### config.mk
export PLATFORM = sky130hd
export DESIGN_NAME = twos_complement_decoder
export DESIGN_NICKNAME = d
export VERILOG_FILES = /design/src/rtl/twos_complement_decoder.sv
export SDC_FILE = /design/constraint.sdc
export NUM_CORES = 1
export LEC_CHECK = 0
export BUFFER_PORTS_ARGS = -buffer_cell sky130_fd_sc_hd__buf_2
export CAP_MARGIN = 5
export CELL_PAD_IN_SITES_DETAIL_PLACEMENT = 1
export CELL_PAD_IN_SITES_GLOBAL_PLACEMENT = 2
export CORE_AREA = 4 4 59 61
export DETAILED_ROUTE_END_ITERATION = 7
export DIE_AREA = 0 0 63 65
export GPL_TIMING_DRIVEN = 0
export PLACE_DENSITY_LB_ADDON = 0.1
export SLEW_MARGIN = 20
export SYNTH_ARGS = -nofsm -noshare
export SYNTH_HDL_FRONTEND = slang
export SYNTH_SLANG_ARGS = --single-unit
### constraint.sdc
create_clock -name clock -period 1.63 [get_ports clock]
set_input_delay 0.326 -clock clock [delete_from_list [all_inputs] [get_ports clock]]
set_output_delay 0.326 -clock clock [all_outputs]
set_load 0.1 [all_outputs]
### src/rtl/twos_complement_decoder.sv
// Bit-serial two's-complement to sign-magnitude converter, LSB first, using the
// copy-until-first-one-then-invert rule, with valid/ready handshakes on both sides.
module twos_complement_decoder #(
   parameter int WIDTH = 4
) (
   input  logic             clock,
   input  logic             reset_n,
   input  logic             in_valid,
   output logic             in_ready,
   input  logic [WIDTH-1:0] input_value,
   output logic             out_valid,
   input  logic             out_ready,
   output logic             sign,
   output logic [WIDTH-1:0] magnitude,
   output logic             min_neg
);

   localparam int               CW       = $clog2(WIDTH) + 1;
   localparam logic [CW-1:0]    LAST_BIT = CW'(WIDTH - 1);
   localparam logic [WIDTH-1:0] MOST_NEG = {1'b1, {(WIDTH-1){1'b0}}};

   typedef enum logic [1:0] {
      IDLE  = 2'd0,
      SHIFT = 2'd1,
      DONE  = 2'd2
   } state_t;

   state_t           state_r;
   state_t           state_s;
   logic [WIDTH-1:0] shift_r;
   logic [WIDTH-1:0] acc_r;
   logic [CW-1:0]    count_r;
   logic             neg_r;
   logic             seen_one_r;
   logic             is_min_r;
   logic             out_valid_r;
   logic             sign_out_r;
   logic [WIDTH-1:0] magnitude_r;
   logic             min_neg_r;
   logic             last_s;
   logic             out_bit_s;

   assign last_s    = (count_r == LAST_BIT);
   assign in_ready  = (state_r == IDLE);
   assign out_valid = out_valid_r;
   assign sign      = sign_out_r;
   assign magnitude = magnitude_r;
   assign min_neg   = min_neg_r;

   // Next-state decode and the serial output bit for the current LSB.
   always_comb begin
      state_s   = state_r;
      out_bit_s = shift_r[0];
      case (state_r)
         IDLE: begin
            if (in_valid) state_s = SHIFT;
            else          state_s = IDLE;
         end
         SHIFT: begin
            if (last_s) state_s = DONE;
            else        state_s = SHIFT;
         end
         DONE: begin
            if (out_ready) state_s = IDLE;
            else           state_s = DONE;
         end
         default: state_s = IDLE;
      endcase
      // Once a one has passed, every higher bit of a negative word is inverted.
      if (neg_r && seen_one_r) out_bit_s = ~shift_r[0];
      else                     out_bit_s = shift_r[0];
   end

   // State register.
   always_ff @(posedge clock) begin
      if (!reset_n) state_r <= IDLE;
      else          state_r <= state_s;
   end

   // Serial datapath: word capture on accept, one bit converted per SHIFT cycle.
   always_ff @(posedge clock) begin
      if (!reset_n) begin
         shift_r    <= {WIDTH{1'b0}};
         acc_r      <= {WIDTH{1'b0}};
         count_r    <= {CW{1'b0}};
         neg_r      <= 1'b0;
         seen_one_r <= 1'b0;
         is_min_r   <= 1'b0;
      end else begin
         case (state_r)
            IDLE: begin
               if (in_valid) begin
                  shift_r    <= input_value;
                  acc_r      <= {WIDTH{1'b0}};
                  count_r    <= {CW{1'b0}};
                  neg_r      <= input_value[WIDTH-1];
                  seen_one_r <= 1'b0;
                  is_min_r   <= (input_value == MOST_NEG);
               end
            end
            SHIFT: begin
               shift_r <= shift_r >> 1;
               acc_r   <= {out_bit_s, acc_r[WIDTH-1:1]};
               count_r <= count_r + CW'(1);
               if (neg_r) seen_one_r <= seen_one_r | shift_r[0];
            end
            DONE: begin
               count_r <= count_r;
            end
            default: begin
               count_r <= {CW{1'b0}};
            end
         endcase
      end
   end

   // Result registers: loaded on the final shift, held through backpressure.
   always_ff @(posedge clock) begin
      if (!reset_n) begin
         out_valid_r <= 1'b0;
         sign_out_r  <= 1'b0;
         magnitude_r <= {WIDTH{1'b0}};
         min_neg_r   <= 1'b0;
      end else begin
         case (state_r)
            SHIFT: begin
               if (last_s) begin
                  out_valid_r <= 1'b1;
                  sign_out_r  <= neg_r;
                  magnitude_r <= {out_bit_s, acc_r[WIDTH-1:1]};
                  min_neg_r   <= neg_r && is_min_r;
               end
            end
            DONE: begin
               if (out_ready) out_valid_r <= 1'b0;
            end
            IDLE: begin
               out_valid_r <= 1'b0;
            end
            default: begin
               out_valid_r <= 1'b0;
            end
         endcase
      end
   end

endmodule

=== After elaboration in Yosys (flattened, before gate mapping) ===
Index checks and enable logic that the tools add are counted.

* Bits of input ports: 8
* Flip-flop bits (word level): 23
* Output and inout bits: 8

* Reduce and logical (&&, ||, !) cells: 10
* Eq/ne operators: 8
* Bitwise logic cells: 3
* Add/subtract/negate cells: 1
* Multiplexer cells: 17

{| class="wikitable"
|+ Operators with widths
! operator !! count
|-
| one-hot mux 4 bit (2 select lines) || 2
|-
| AND reduction 2 bit || 5
|-
| one-hot mux 3 bit (3 select lines) || 1
|-
| two-way mux 4 bit || 2
|-
| inequality test 2 bit, second input constant || 4
|-
| two-way mux 1 bit || 6
|-
| one-hot mux 2 bit (3 select lines) || 1
|-
| == test 4 bit, second input constant || 1
|-
| two-way mux 2 bit || 2
|-
| one-hot mux 1 bit (2 select lines) || 2
|-
| adder 3 x 1 -> 3 bit, second input constant || 1
|-
| == test 3 x 2 -> 1 bit, second input constant || 1
|-
| two-way mux 3 bit || 1
|-
| AND reduction 3 bit || 1
|-
| == test 2 x 1 -> 1 bit, second input constant || 1
|-
| == test 2 bit, second input constant || 1
|-
| logical AND 1 bit || 2
|-
| zero test 2 bit || 1
|-
| NOT 1 bit || 2
|-
| nonzero test 2 bit || 1
|-
| bitwise OR 1 bit || 1
|}

=== Logic depth before layout (Yosys ltp) ===
* Depth in word-level cells: 3
* Depth in mapped cells: 6
* Depth with buffers taken out: 5

=== Least setup slack after synthesis ===
No wires, ideal clock.

* Path type: reg-to-output
* Start: register state_r[0]
* End: output port in_ready
* Buffers on the path: 1
* Required time: 1.304 ns
* Stages on the path, launching flop included: 3
* Arrival: 1.746 ns
* Setup slack: -0.442 ns
* Cells stage by stage: dfxtp_1 > buf_4 > nor2_1

* Longest elaborated chain between the ends: 1

{| class="wikitable"
|+ RTL lines
! item !! RTL line !! text
|-
| from (decl) || 28 || <nowiki>state_t state_r;</nowiki>
|-
| from (signal assigned) || 77 || <nowiki>else state_r <= state_s;</nowiki>
|-
| zero test 2 bit || 44 || <nowiki>assign in_ready = (state_r == IDLE);</nowiki>
|-
| to (decl) || 9 || <nowiki>output logic in_ready,</nowiki>
|}

Every way passes these cells.

=== Final worst setup path ===
Ends and elaborated chain as after synthesis.

==> flow_metrics.env <==
export IMPL_slew_violations=0
export IMPL_drt_total_wl_microns=2130
export IMPL_gp_congestion=0.676
export IMPL_synth_main_ff_cell="dfxtp_1"
export IMPL_cts_sinks=22
export IMPL_syn_area_per_cell_sq_um=10.0
export IMPL_r2r_end="out_valid"
export IMPL_setup_viol=0
export IMPL_syn_to_final_growth_pct=15.5
export IMPL_wl_met3_microns=66
export IMPL_wl_per_cell_microns=14.6
export IMPL_crit_arrival_ns=1.19
export IMPL_cts_max_level=1
export IMPL_synth_seq_cells=22
export IMPL_synth_cells=95
export IMPL_num_vias=730
export IMPL_dr_pass1_iters=4
export IMPL_die_area_sq_um=4100
export IMPL_grt_pass1_wl_microns=3740
export IMPL_slew_headroom_pct=67.2
export IMPL_synth_area_sq_um=955
export IMPL_cap_violations=0
export IMPL_min_to="neg_r"
export IMPL_required_ns=1.30
export IMPL_top_layer="met4"
export IMPL_p_per_area_nw_per_um2=845
export IMPL_fin_setup_tns_ns=0
export IMPL_tightest_slew_ns=0.492
export IMPL_r2r_start="count_r[0]"
export IMPL_synth_cell_type_count=30
export IMPL_nNetsFinal=125
export IMPL_synthArstFlopShare_pct=0
export IMPL_core_rowCount=20
export IMPL_met1Wirelength_microns=1070
export IMPL_layout_common_cells="dfxtp_1, buf_2, nor2b_1"
export IMPL_via_per_inst=5.00
export IMPL_diodes=0
export IMPL_final_layout_size_suffix_gt1_share_pct=23.0
export IMPL_die_h_microns=65
export IMPL_p_leak_nw=0.455
export IMPL_synth_area_top_cells="dfxtp_1, mux2i_1, nor2b_1"
export IMPL_yosysWarnings=0
export IMPL_min_period_ns=1.52
export IMPL_die_x_microns=63
export IMPL_drtIter0Drc=12
export IMPL_final_setup_skew_ns=0.00653
export IMPL_grt_overflow=0
export IMPL_final_common_cell="dfxtp_1"
export IMPL_grt_antenna_before_repair=0
export IMPL_clock_fmax_mhz=659
export IMPL_r2r_slack_ns=0.21
export IMPL_finalPower_mw=0.932
export IMPL_drc=0
export IMPL_cp_max_fo=10
export IMPL_cts_made_buffers=3
export IMPL_synth_nets=105
export IMPL_dr_wl_met2_microns=947
export IMPL_vdd_ir_drop_max_mv=0.347
export IMPL_hold_viol_final=0
export IMPL_grt_max_degree=12
export IMPL_outcome="complete, no violations"
export IMPL_timing_hold_ws_ns=0.302
export IMPL_start_kind="flop"
export IMPL_synth_edf_count=0
export IMPL_cts_tree="yes"
export IMPL_hp_start="input_value[3]"
export IMPL_ctsHoldBuffers=0
export IMPL_post_route_period_util_pct=93.2
export IMPL_rr_worst_depth=5
export IMPL_grt_pass1_vias=802
export IMPL_drtAntennaViolNets=0
export IMPL_stdcell_count=146
export IMPL_port_buffers=15
export IMPL_holdPathStages=3
export IMPL_yosys_area_top_type="dfxtp_1"
export IMPL_start_util_pct=32.1
export IMPL_min_path_type="input port to flop"
export IMPL_clk_path_buf_depth=2
export IMPL_netlist_area_leader_share_pct=46.1
export IMPL_grt_util_all_layers_pct=12.0
export IMPL_insertion_delay_ns=0.31
export IMPL_worstSetupPathType="flop to output port"
export IMPL_io_pins=16
export IMPL_dp_cells=143
export IMPL_rsz0062_at_grt="false"
export IMPL_design_core_area_sq_um=2980
export IMPL_cts_setup_buffers=0
export IMPL_endpoint_kind="output port"
export IMPL_ys_seq_area_share_pct=46.1
export IMPL_cts_root_buffer="clkbuf_4"
export IMPL_clkTransAtPathRegs_ns=0.11
-- flip-flops by register name, summed over array words and instances, names as in the netlist, 2 cells and up --
name,cells
magnitude,4
state_r,2
shift_r,4
count_r,3
acc_r,3
-- worst max-delay path: stages (launching register included) --
cell and delay, ns:
dfxtp_1 0.37, buf_4 0.19, nor2_2 0.10, buf_6 0.23
-- synth_stat cells (2+ instances only) --
| library cell | n |
|---|---|
| a21boi_0 | 5 |
| a21oi_1 | 2 |
| a22oi_1 | 2 |
| a32oi_1 | 2 |
| clkbuf_1 | 2 |
| dfxtp_1 | 22 |
| ha_1 | 2 |
| inv_1 | 3 |
| mux2i_1 | 7 |
| nand2_1 | 8 |
| nand2b_1 | 2 |
| nand3_1 | 4 |
| nor2b_1 | 9 |
| nor3b_1 | 3 |
| o211a_1 | 3 |
| o21ai_0 | 5 |
-- per-layer routing --
metal / track usage [%] / up-vias
met4: 5.79 / 0
met1: 15.5 / 347
met3: 2.95 / 5
met2: 18.7 / 10
met5: 0 / -
li1: - / 368
-- worst max path at each step --
stage / startpoint / endpoint / slack, ns / cells after the start
5_1_grt: state_r[0] / in_ready / 0.03 / 3
3_5_place_dp: count_r[0] / out_valid / 0.21 / 5
6_report: state_r[0] / in_ready / 0.11 / 3
4_1_cts: state_r[0] / in_ready / 0.04 / 3
2_1_floorplan: state_r[0] / in_ready / 0.03 / 2
3_3_place_gp: count_r[0] / out_valid / 0.23 / 5
-- layout make-up --
class / count / area, sq um
sequential: 22 / 440
inverter: 3 / 11.3
buffer: 5 / 31.3
tap: 33 / 41.3
multi-input combinational: 65 / 474
timing repair buffer: 15 / 81.3
fill: 353 / 1880
clock buffer: 3 / 22.5
-- cells by family (layout without fill, tap and decap cells) --
logic type	Yosys count	count (layout)	share of synthesized area, %
compound gates	24	24	19.1
xor+xnor	1	1	0.918
fa+ha+maj	2	2	2.62
buf+inv	8	26	4.46
flops	22	22	46.1
mux	7	7	7.34
simple gates	31	31	19.4
-- where the power goes --
part	switching [mW]	internal, mW
clock	0.161	0.0863
sequential	0.0122	0.554
combinational	0.0708	0.0470
total	0.244	0.687
-- per-stage QoR --
step | setup slack, ns | cell area, sq um | utilization (%)
after detailed placement | 0.214 | 1070 | 36.1
after floorplan | 0.0271 | 957 | -
final | 0.112 | 1100 | 37.0
after global routing | 0.0334 | 1100 | 37.0
after global placement | 0.234 | 1070 | 36.1
after CTS | 0.0415 | 1100 | 36.9
-- timing repair --
action	CTS	global route
setup endpoints to repair	1	1
pin swaps	0	0
gates resized for setup	1	1
(Power assumes the default switching activity.)
